[src/rtl/audio_i2s_tx.sv]
// I2S transmitter for the SAA1099 stereo output: divides clk_sys into BCLK/LRCK and shifts 16-bit words MSB first.
// Define AUDIO_I2S_LEFT_JUSTIFIED_EN for left-justified framing (no one-bit delay after each LRCK edge).
module audio_i2s_tx #(
  parameter int unsigned CLK_DIV = 8
) (
  input  logic       clk_sys,
  input  logic       rst_n,
  input  logic       en,
  input  logic [7:0] in_l,
  input  logic [7:0] in_r,
  output logic       sample_req,
  output logic       i2s_bclk,
  output logic       i2s_lrck,
  output logic       i2s_data
);

  localparam logic [7:0] DIV_LAST = 8'(CLK_DIV - 1);

`ifdef AUDIO_I2S_LEFT_JUSTIFIED_EN
  // Slot starts at 31 so the first falling edge after reset enters slot 0 and loads there.
  localparam logic [4:0] SLOT_RST  = 5'd31;
  localparam logic [4:0] LOAD_SLOT = 5'd0;
`else
  localparam logic [4:0] SLOT_RST  = 5'd0;
  localparam logic [4:0] LOAD_SLOT = 5'd1;
`endif

  function automatic logic [15:0] to_word(input logic enable, input logic [7:0] smp);
    logic [15:0] w;
    if (enable) begin
      w = {smp ^ 8'h80, 8'h00};
    end else begin
      w = 16'h0000;
    end
    return w;
  endfunction

  logic [7:0]  div_cnt_q, div_cnt_d;
  logic        bclk_q, bclk_d;
  logic [4:0]  slot_q, slot_d;
  logic        lrck_q, lrck_d;
  logic        data_q, data_d;
  logic [31:0] shreg_q, shreg_d;
  logic        req_q, req_d;

  logic        div_term_s;
  logic        fe_s;
  logic [4:0]  slot_nxt_s;
  logic [15:0] word_l_s;

  // Next-state logic: divider every cycle, framing only on BCLK falling-edge cycles.
  always_comb begin
    div_term_s = (div_cnt_q == DIV_LAST);
    fe_s       = div_term_s & bclk_q;
    slot_nxt_s = slot_q + 5'd1;
    word_l_s   = to_word(en, in_l);

    if (div_term_s) begin
      div_cnt_d = 8'd0;
      bclk_d    = ~bclk_q;
    end else begin
      div_cnt_d = div_cnt_q + 8'd1;
      bclk_d    = bclk_q;
    end

    slot_d  = slot_q;
    lrck_d  = lrck_q;
    data_d  = data_q;
    shreg_d = shreg_q;
    req_d   = 1'b0;

    if (fe_s) begin
      slot_d = slot_nxt_s;
      lrck_d = slot_nxt_s[4];
      if (slot_nxt_s == LOAD_SLOT) begin
        shreg_d = {word_l_s, to_word(en, in_r)};
        data_d  = word_l_s[15];
        req_d   = 1'b1;
      end else begin
        shreg_d = {shreg_q[30:0], 1'b0};
        data_d  = shreg_q[30];
      end
    end else begin
      req_d = 1'b0;
    end
  end

  // State and output registers; reset aborts any frame in progress.
  always_ff @(posedge clk_sys or negedge rst_n) begin
    if (!rst_n) begin
      div_cnt_q <= 8'd0;
      bclk_q    <= 1'b0;
      slot_q    <= SLOT_RST;
      lrck_q    <= 1'b0;
      data_q    <= 1'b0;
      shreg_q   <= 32'h0000_0000;
      req_q     <= 1'b0;
    end else begin
      div_cnt_q <= div_cnt_d;
      bclk_q    <= bclk_d;
      slot_q    <= slot_d;
      lrck_q    <= lrck_d;
      data_q    <= data_d;
      shreg_q   <= shreg_d;
      req_q     <= req_d;
    end
  end

  assign sample_req = req_q;
  assign i2s_bclk   = bclk_q;
  assign i2s_lrck   = lrck_q;
  assign i2s_data   = data_q;

endmodule
[config.mk]
export PLATFORM = sky130hd
export DESIGN_NAME = audio_i2s_tx
export DESIGN_NICKNAME = d
export VERILOG_FILES = /design/src/rtl/audio_i2s_tx.sv
export SDC_FILE = /design/constraint.sdc
export NUM_CORES = 1
export LEC_CHECK = 0
export ABC_AREA = 1
export CAP_MARGIN = 20
export CORE_MARGIN = 1
export CORE_UTILIZATION = 28
export DETAILED_ROUTE_END_ITERATION = 10
export SLEW_MARGIN = 15
export SYNTH_ARGS = -nofsm -noshare
export SYNTH_HDL_FRONTEND = slang
export SYNTH_SLANG_ARGS = --single-unit
[constraint.sdc]
create_clock -name clk_sys -period 1.6 [get_ports clk_sys]
set_input_delay 0.32 -clock clk_sys [delete_from_list [all_inputs] [get_ports clk_sys]]
set_output_delay 0.32 -clock clk_sys [all_outputs]
set_load 0.01 [all_outputs]
==> Word-level counts from Yosys, hierarchy flattened <==
Index checks and enable logic that the tools add are counted.
{ "classes": {"n_eq_ne": 2, "mux": 7, "n_addsub": 2, "n_bitwise": 4} }
{ "ops": {"columns": ["op", "count"], "rows": [
  ["two-way mux 16 bit", 2],
  ["two-way mux 31 bit", 1],
  ["adder 8 x 1 -> 8 bit (second input constant)", 1],
  ["== test 8 x 3 -> 1 bit (second input constant)", 1],
  ["two-way mux 8 bit", 1],
  ["adder 5 x 1 -> 5 bit (second input constant)", 1],
  ["== test 5 x 1 -> 1 bit (second input constant)", 1],
  ["two-way mux 1 bit", 3],
  ["inverter 1 bit", 3],
  ["AND 1 bit", 1]
]} }
{ "totals": {"register_bits": 48, "wordCells": 22, "inputBits": 19} }

==> Depth between registers and ports, before layout <==
{ "depth": {"word_depth": 4, "mapped_depth": 10, "depth_no_buf": 9} }

==> Worst setup path before layout <==
No wires, ideal clock.
{ "synth_timing": {"path_type": "reg-to-reg", "startpoint": "reg slot_q[0]", "endpoint": "reg shreg_q[10]", "period_less_slack_ps": 1449, "setup_time_ps": 117, "n_path_buf": 1, "stages_incl_launch_ff": 9, "t_arrival_ps": 1332, "setup_slack_ps": 151, "t_required_ps": 1483, "cell_sequence": "dfrtp_1 > ha_1 > nand2_1 > nand3_2 > nor2_4 > buf_4 > nand3_1 > nand3_1 > nand2_1"} }
{ "synth_via": {"elab_chain_cells": 3} }
{ "synth_rtl": {"columns": ["item", "line", "rtl"], "rows": [
  ["from (decl)", "40", "logic [4:0] slot_q, slot_d;"],
  ["from (signal assigned)", "101", "slot_q <= slot_d;"],
  ["adder 5 x 1 -> 5 bit", "55", "slot_nxt_s = slot_q + 5'd1;"],
  ["== test 5 x 1 -> 1 bit", "75", "if (slot_nxt_s == LOAD_SLOT) begin"],
  ["two-way mux 31 bit", "75", null],
  ["to (signal assigned)", "104", "shreg_q <= shreg_d;"],
  ["to (decl)", "43", "logic [31:0] shreg_q, shreg_d;"]
]} }
Every way passes these cells.
A chain may end at the register's enable or synchronous reset.

==> Final worst setup path <==
{ "layout_timing": {"startpoint": "reg slot_q[1]", "endpoint": "reg shreg_q[10]"} }
The elaborated chain is that of the path after synthesis.

==> flow_summary.toml <==
[status]
status = "finished clean"

[final_layout]
multi_input_area_um2 = 830.8
fillers = 715
drive_gt1_frac = 0.1368
seq_area_um2 = 979.7
final_common_cell = "nand2_1"
final_cells = 381
post-route-util = 0.3694
num-nets-final = 306
syn2layout_area_growth_pct = 27.69
layout_common_cells = "nand2_1, nand3_1, dfrtp_1, inv_1, clkdlybuf4s50_1"
diodes = 0
final_cell_area_um2 = 2510

[cts]
cts_tree = "done"
clk_latency_ns = 0.29
clock-root-buffer = "clkbuf_8"
ctsLongestPathBuffers = 2
cts_buffers = 5
clkSlewWorstSetupHoldPaths_ns = 0.07
clock-sinks = 39
cts-htree-levels = 2

[power_and_ir_drop]
p_seq_frac = 0.571
power_leakage_uw = 0.001301
intPower_uw = 1373
swShare = 0.2252
switchingPower_uw = 399.0
powerDensity_nw_per_um2 = 706.0
pwr-share-comb = 0.067
peakVddDrop_uv = 301.5
clkPwrFrac = 0.362

[place]
hpwl_mm = 2.633
place_area_um2 = 2341
portBuffers = 22
dpl.cell_count = 371
gp_congestion = 0.7433

[synth]
seq_area_frac_synth = 0.4965
syn_inst = 255
synth_warnings = 0
synth_fp_nets = 277
synthDistinctLibCells = 22
syn_area_per_cell_um2 = 7.708
syn_area_um2 = 1966
ys_seq_elements = 39

[floorplan]
fp.dieH_um = 85.79
fp-row-count = 30
die_area_um2 = 7359
io-pin-count = 23
chipWidth_um = 85.79
initial_utilization = 0.2893
coreArea_um2 = 6794

[detailed_routing]
route.vias.total = 1613
ant_nets = 0
wire_per_inst_um = 10.66
wl_mm = 4.062
drc_errors = 0
drt_pass1_iterations = 4
via_per_inst = 4.234
drt-initial-drc-count = 68

[grt]
grt_pass1_vias = 1554
use_met1 = 0.1566
grt_first_pass_wirelength_mm = 7.017
grt_util_all_layers = 0.1213
grt_overflow = 0
grtUsageMet2 = 0.1935
met3_usage = 0.03561
grt_max_degree = 32
busiest_layer = "met2"
antenna_found_initial = 0

[worst_setup_path]
rrSetupSlack_ns = 0.07
rr_worst_depth = 8
crit_required_ns = 1.79
critPathArrivalTime_ns = 1.71
crit_type = "reg -> reg"
critPathCaptureType = "register"
r2r-start = "slot_q[1]"
critPathMaxFanout = 7
start_kind = "register"
r2r-end = "shreg_q[10]"

[sta]
period_needed_ns = 1.525
slew_viol_final = 0
period_share = 0.9532
fin_skew_ns = 0.005648
hold_viol_final = 0
relSlewSlack = 0.6433
max_freq_mhz = 655.7
setup_viol_count_final = 0
tightest_slew_ns = 0.5350

[worst_hold_path]
hold_path_class = "in -> async"

[run]
cap_violations = 0
[worst max-delay path, cell delays in order (launching register included)]
cell and delay, ns:
dfrtp_2 0.45, ha_4 0.20, nand2_4 0.06, nand3_2 0.09, nor2_4 0.23, clkbuf_16 0.20
nand3_1 0.06, nand3_1 0.08, nand2_1 0.05
[through the flow]
stage	hold slack (ns)	setup TNS [ns]	setup slack, ns	power [uW]
6_report	0.001886	0	0.07487	1772
5_1_grt	0.03557	-0.2127	-0.02848	1853
4_1_cts	0.01069	0	0.01632	1806
3_5_place_dp	0.3287	0	0.04346	1153
3_3_place_gp	0.3259	0	0.07828	1152
2_1_floorplan	0.02441	0	0.1509	1069
[final cells by class]
class,count,share of cell area
clock inverters,1,0.001994
multi-input cells,169,0.3310
flip-flops and latches,39,0.3903
clock buffers,7,0.03041
inverters,36,0.05384
repair buffers,33,0.1446
well taps,96,0.04786
[sequential cells by signal, indices dropped and copies added, names as in the netlist]
register,count
shreg_q,23
div_cnt_q,8
slot_q,5
i2s_bclk,1
i2s_data,1
sample_req,1
[cell usage after synthesis, drive strengths merged]
library cell / n / area [um2]
clkbuf: 4 / 15.01
dfrtp: 39 / 975.9
nand4: 3 / 18.77
nor3: 2 / 15.01
xor2: 4 / 35.03
nor2: 8 / 40.04
nand2: 98 / 380.4
buf: 7 / 50.05
nand3: 44 / 225.2
ha: 3 / 37.54
o21ai: 6 / 30.03
inv: 36 / 135.1
nor3b: 1 / 7.510
[timing repair]
action                     in CTS  in global routing
hold buffers                    0                  0
setup endpoints to repair       0                 20
setup buffers                   0                  1
gates resized for setup         0                 18
[logic make-up after synthesis]
logic type	after synthesis	synth area share
and+or+nand+nor	156	0.3495
xor gates and xnor gates	4	0.01782
adders and majority gates	3	0.01910
AOI/OAI and AO/OA	6	0.01528
buffers and inverters	47	0.1018
DFF	39	0.4965
[power groups by stage]
| stage | registers (uW) | clock network, uW | logic (uW) |
|---|---|---|---|
| 6_report | 1010 | 641 | 119 |
| 5_1_grt | 1010 | 703 | 135 |
| 4_1_cts | 1010 | 671 | 122 |
| 3_5_place_dp | 1030 | 0 | 121 |
| 3_3_place_gp | 1030 | 0 | 121 |
| 2_1_floorplan | 1030 | 0 | 38.3 |
[routing by layer]
layer  vias to the layer above  share of wire
met4                         0          0.014
li1                        839              -
met5                         -              0
met1                       744           0.48
met2                        25           0.46
met3                         5          0.042
[worst max-delay path by stage]
stage,from,endpoint,slack (ns),cells past startpoint
3_5_place_dp,slot_q[1],shreg_q[15],0.04,9
2_1_floorplan,slot_q[0],shreg_q[10],0.15,8
3_3_place_gp,slot_q[0],shreg_q[24],0.08,8
6_report,slot_q[1],shreg_q[10],0.07,8
5_1_grt,slot_q[1],shreg_q[28],-0.03,9
4_1_cts,i2s_bclk,i2s_bclk,0.02,1
Power figures use the tool's default switching activity.
